$ cat src/rtl/button_input_conditioner.sv
// button_input_conditioner: synchronise, debounce and edge-detect push switches, with chord detect and optional auto-repeat
// Ports: i_Clk/i_Reset (sync, active-high); i_Buttons raw switches (1 = pressed);
//   o_Level debounced level; o_Press press/repeat pulse; o_Release release pulse;
//   o_Chord chord level; o_Chord_Pulse one-cycle pulse when o_Chord rises.
// Define INPUT_AUTO_REPEAT_EN to build the hold-to-repeat timers; otherwise o_Press fires once per press.
module button_input_conditioner #(
  parameter int NUM_BUTTONS = 4,
  parameter int DEBOUNCE_CYCLES = 250000,
  parameter int REPEAT_DELAY = 12500000,
  parameter int REPEAT_PERIOD = 2500000,
  parameter logic [NUM_BUTTONS-1:0] CHORD_MASK = {NUM_BUTTONS{1'b1}}
) (
  input  logic                   i_Clk,
  input  logic                   i_Reset,
  input  logic [NUM_BUTTONS-1:0] i_Buttons,
  output logic [NUM_BUTTONS-1:0] o_Level,
  output logic [NUM_BUTTONS-1:0] o_Press,
  output logic [NUM_BUTTONS-1:0] o_Release,
  output logic                   o_Chord,
  output logic                   o_Chord_Pulse
);
  localparam int CW = $clog2(DEBOUNCE_CYCLES + 1);
`ifdef INPUT_AUTO_REPEAT_EN
  localparam int RMAX = REPEAT_DELAY > REPEAT_PERIOD ? REPEAT_DELAY : REPEAT_PERIOD;
  localparam int TW = RMAX > 1 ? $clog2(RMAX) : 1;
  typedef enum logic [1:0] {IDLE, DELAY, REPEAT} state_t;
`else
  typedef enum logic {IDLE, HELD} state_t;
`endif
  logic [NUM_BUTTONS-1:0] level_nxt, press_raw, release_raw;
  logic chord_nxt;
  if (NUM_BUTTONS < 1 || DEBOUNCE_CYCLES < 1 || REPEAT_DELAY < 1 || REPEAT_PERIOD < 1) begin : g_bad_param
    $error("button_input_conditioner: all size/delay parameters must be >= 1");
  end
  for (genvar i = 0; i < NUM_BUTTONS; i++) begin : g_ch
    logic s1, s2, hit, rise, fall, p, r;
    logic [CW-1:0] cnt;
    state_t st, st_nxt;
    // hit marks the last of DEBOUNCE_CYCLES consecutive mismatches: the level flips on this edge
    assign hit = (s2 != o_Level[i]) && cnt == CW'(DEBOUNCE_CYCLES - 1);
    assign level_nxt[i] = o_Level[i] ^ hit;
    assign rise = hit & ~o_Level[i];
    assign fall = hit & o_Level[i];
    assign press_raw[i] = p;
    assign release_raw[i] = r;
    always_ff @(posedge i_Clk)
      if (i_Reset) begin
        s1 <= 1'b0;
        s2 <= 1'b0;
        cnt <= '0;
        st <= IDLE;
      end else begin
        s1 <= i_Buttons[i];
        s2 <= s1;
        cnt <= (s2 == o_Level[i] || hit) ? '0 : cnt + 1'b1;
        st <= st_nxt;
      end
`ifdef INPUT_AUTO_REPEAT_EN
    logic [TW-1:0] tmr, tmr_nxt;
    always_ff @(posedge i_Clk) tmr <= i_Reset ? '0 : tmr_nxt;
    always_comb begin
      st_nxt = st;
      tmr_nxt = '0;
      p = 1'b0;
      r = fall;
      if (fall) st_nxt = IDLE;
      else if (st == IDLE) begin
        p = rise;
        st_nxt = rise ? DELAY : IDLE;
      end else if (st == DELAY) begin
        p = tmr == TW'(REPEAT_DELAY - 1);
        st_nxt = p ? REPEAT : DELAY;
        tmr_nxt = p ? '0 : tmr + 1'b1;
      end else begin
        p = tmr == TW'(REPEAT_PERIOD - 1);
        tmr_nxt = p ? '0 : tmr + 1'b1;
      end
    end
`else
    always_comb begin
      st_nxt = rise ? HELD : (fall ? IDLE : st);
      p = rise;
      r = fall;
    end
`endif
  end
  assign chord_nxt = CHORD_MASK != '0 && (level_nxt & CHORD_MASK) == CHORD_MASK;
  // chord membership silences presses of its channels, including the completing one
  always_ff @(posedge i_Clk)
    if (i_Reset) begin
      o_Level <= '0;
      o_Press <= '0;
      o_Release <= '0;
      o_Chord <= 1'b0;
      o_Chord_Pulse <= 1'b0;
    end else begin
      o_Level <= level_nxt;
      o_Press <= press_raw & ~(CHORD_MASK & {NUM_BUTTONS{chord_nxt}});
      o_Release <= release_raw;
      o_Chord <= chord_nxt;
      o_Chord_Pulse <= chord_nxt & ~o_Chord;
    end
endmodule
$ cat config.mk
export PLATFORM = sky130hd
export DESIGN_NAME = button_input_conditioner
export DESIGN_NICKNAME = d
export VERILOG_FILES = /design/src/rtl/button_input_conditioner.sv
export SDC_FILE = /design/constraint.sdc
export NUM_CORES = 1
export LEC_CHECK = 0
export BUFFER_PORTS_ARGS = -buffer_cell sky130_fd_sc_hd__buf_2
export CORE_MARGIN = 4
export CORE_UTILIZATION = 60
export DETAILED_ROUTE_END_ITERATION = 16
export HOLD_SLACK_MARGIN = 0.05
export PLACE_DENSITY = 0.86
export RECOVER_POWER = 50
export SLEW_MARGIN = 20
export SYNTH_ARGS = -nofsm -noshare
export SYNTH_HDL_FRONTEND = slang
export SYNTH_SLANG_ARGS = --single-unit
$ cat constraint.sdc
create_clock -name i_Clk -period 2.7 [get_ports i_Clk]
set_clock_uncertainty 0.1 [all_clocks]
set_input_delay 0.135 -clock i_Clk [delete_from_list [all_inputs] [get_ports i_Clk]]
set_output_delay 0.135 -clock i_Clk [all_outputs]
set_load 0.005 [all_outputs]
==> results.yml <==
clock_network:
  htree_levels: 3
  clock_latency_ns: 0.36
  cts_sinks: 94
  cts_setup_buffers: 0
  cts.path.max_buffers: 2
  cts_tree: "done"
  cts_hold_buf: 4
  path_clk_slew_ns: 0.08
  cts_resized: 0
  cts_root_buf: "clkbuf_8"
  cts_made_buffers: 9
yosys:
  ys_ff_latch: 94
  syn-num-nets: 441
  yosysSeqAreaShare_pct: 48.94
  synth_top_family_by_area: "simple AND/OR/NAND/NOR gates"
  synth.distinct_cells: 42
  syn-cell-area_um2: 3845
  synth_cells: 431
  synthXorXnorAreaFrac_pct: 14.81
  syn_avg_cell_area_um2: 8.921
  async_flop_share_pct: 0
  ys_dominant_reg_cell: "dfxtp_1"
  yosys.area_share.simple_pct: 28.99
  synth_adder_area_share_pct: 1.302
  synth-edff-count: 0
  ys_warn_count: 0
  synthMuxAreaShare_pct: 0.5532
  synth_compound_area_share_pct: 2.603
timing:
  final.setup.tns_ns: 0
  tightest_slew_ns: 0.7155
  fin_crit_ns: 2.502
  finalMaxSlewViolations: 0
  fmax_ghz: 0.3997
  hold_slack_ns: 0.09008
  rsz0062_at_grt: "no"
  setup_viol: 0
  slew_headroom_pct: 52.30
  hold_viol_final: 0
  finalCritPeriodShare_pct: 92.67
global_routing:
  grt_pass1_wl_um: 12580
  grt_pass1_vias: 2878
  grt_max_degree: 24
  grt_use_total_pct: 20.66
  antenna_found_initial: 0
  gr-total-overflow: 0
setup_path:
  critPathRequiredTime_ns: 2.81
  critPathMaxFanout: 6
  worstSetupPathType: "reg2reg"
  cp-start-kind: "flip-flop"
  crit_arrival_ns: 2.61
  end_kind: "flip-flop"
placed_design:
  hpwl_um: 5022
  portBuffers: 19
  gp_routability_congestion: 0.8276
  place_area_um2: 3994
  dpl.cell_count: 515
drt:
  wl_per_cell_um: 13.31
  finalWirelength_um: 7123
  vias_per_cell: 5.389
  drt-initial-drc-count: 151
  vias: 2883
  detail-route-antenna-nets: 0
  drc_errors: 0
  drt-pass1-iter-count: 4
job:
  drv_cap: 0
floorplan:
  initial_core_util_pct: 63.44
  dieWidth_um: 88.05
  fp.dieArea_um2: 7753
  core-area_um2: 6061
  pin_count: 20
  chipHeight_um: 88.05
  rows: 28
power:
  power_density_nw_per_um2: 545.0
  ir_drop_mv: 0.3896
  p_leak_nw: 1.310
finish:
  instances_no_fill: 535
  final_util_pct: 69.38
  syn2layout_area_growth_pct: 9.372
  nets: 465
  fin_area_um2: 4205
  antenna_cells: 0
  drive_gt1_share_pct: 7.174
outcome:
  status: "completed"
worst_hold_path:
  hp-class: "in2reg"
## area by class of cell
| cell class | count | area (µm²) |
|---|---|---|
| Timing Repair Buffer | 24 | 127.6 |
| Fill cell | 495 | 1856 |
| Tap cell | 75 | 93.84 |
| Clock buffer | 13 | 168.9 |
| Clock inverter | 3 | 17.52 |
| Inverter | 16 | 60.06 |
| Multi-Input combinational cell | 310 | 1856 |
| Sequential cell | 94 | 1882 |
## placed cells by master (no fill, tap or decap), drive strengths merged, types with 7 or more instances in the layout
cell / n
nor3: 14
nor2: 93
xnor2: 41
buf: 10
nand2: 23
dfxtp: 94
nand2b: 7
nor4: 7
nand3: 25
clkbuf: 23
and3: 7
nand4: 17
inv: 16
xor2: 24
nor2b: 10
## where the power goes
part,internal (mW),switching (mW),total [mW]
Combinational,0.0133,0.0190,0.0323
Clock,0.408,0.456,0.863
Sequential,1.39,0.00408,1.40
Total,1.81,0.479,2.29
## path summary, 6_finish.rpt
path | from | to | slack, ns | cells past startpoint
setup / recovery | g_ch[3].cnt[6] | o_Press[2] | 0.20 | 5
hold reg to reg | g_ch[3].s1 | g_ch[3].s2 | 0.34 | 1
hold / removal | i_Reset | g_ch[2].s1 | 0.09 | 2
setup reg to reg | g_ch[3].cnt[6] | o_Press[2] | 0.20 | 5
## registers in the layout (all words and copies together), names as in the netlist
signal	cells
g_ch.cnt	72
g_ch.s1	4
g_ch.s2	4
o_Chord	1
o_Chord_Pulse	1
o_Level	4
o_Press	4
o_Release	4
## cells in the mapped netlist, types with 2 or more instances
| master | n | share of area (%) |
|---|---|---|
| a2111oi_0 | 3 | 0.68 |
| or4b_1 | 2 | 0.52 |
| nor4_1 | 6 | 0.98 |
| xnor2_1 | 41 | 9.3 |
| nand2b_1 | 7 | 1.1 |
| clkbuf_1 | 5 | 0.49 |
| nand3_1 | 25 | 3.3 |
| nor2b_1 | 10 | 1.6 |
| or2_2 | 2 | 0.33 |
| nor2_1 | 93 | 9.1 |
| ha_1 | 4 | 1.3 |
| a21o_1 | 3 | 0.59 |
| nand4_1 | 17 | 2.8 |
| nor3_1 | 14 | 1.8 |
| and3_1 | 7 | 1.1 |
| a21oi_1 | 4 | 0.52 |
| nand2_1 | 23 | 2.2 |
| xor2_1 | 24 | 5.5 |
| inv_1 | 16 | 1.6 |
| or2b_1 | 2 | 0.39 |
| and4_1 | 4 | 0.91 |
| or3_1 | 2 | 0.33 |
| dfxtp_1 | 94 | 49 |
| buf_2 | 5 | 0.65 |
## stage by stage
| step | total power, mW | setup slack (ns) |
|---|---|---|
| floorplan | 1.449 | 0.4896 |
| global placement | 1.455 | 0.3377 |
| detailed placement | 1.457 | 0.2269 |
| CTS | 2.318 | 0.2042 |
| global route | 2.384 | 0.01927 |
| finish | 2.292 | 0.1979 |
## cell families after synthesis
group           Yosys count
simple gates            225
flops                    94
xor+xnor                 65
buf+inv                  27
compound gates           14
fa+ha+maj                 4
mux                       2
## critical path, cell delays in order (launching register included)
cell and delay (ns):
dfxtp_1 0.36, or4b_1 0.53, nor4_2 0.29, nand4_1 0.17, a222oi_1 0.69, a2111oi_0 0.22
## metal layers
metal	part of all wire, %	routed length, µm	GRT usage [%]
met5	0	0	0
met4	1.2	84	6.868
met1	44	3149	24.21
met3	3.7	260	6.585
met2	51	3629	35.82
Power figures use the tool's default switching activity.
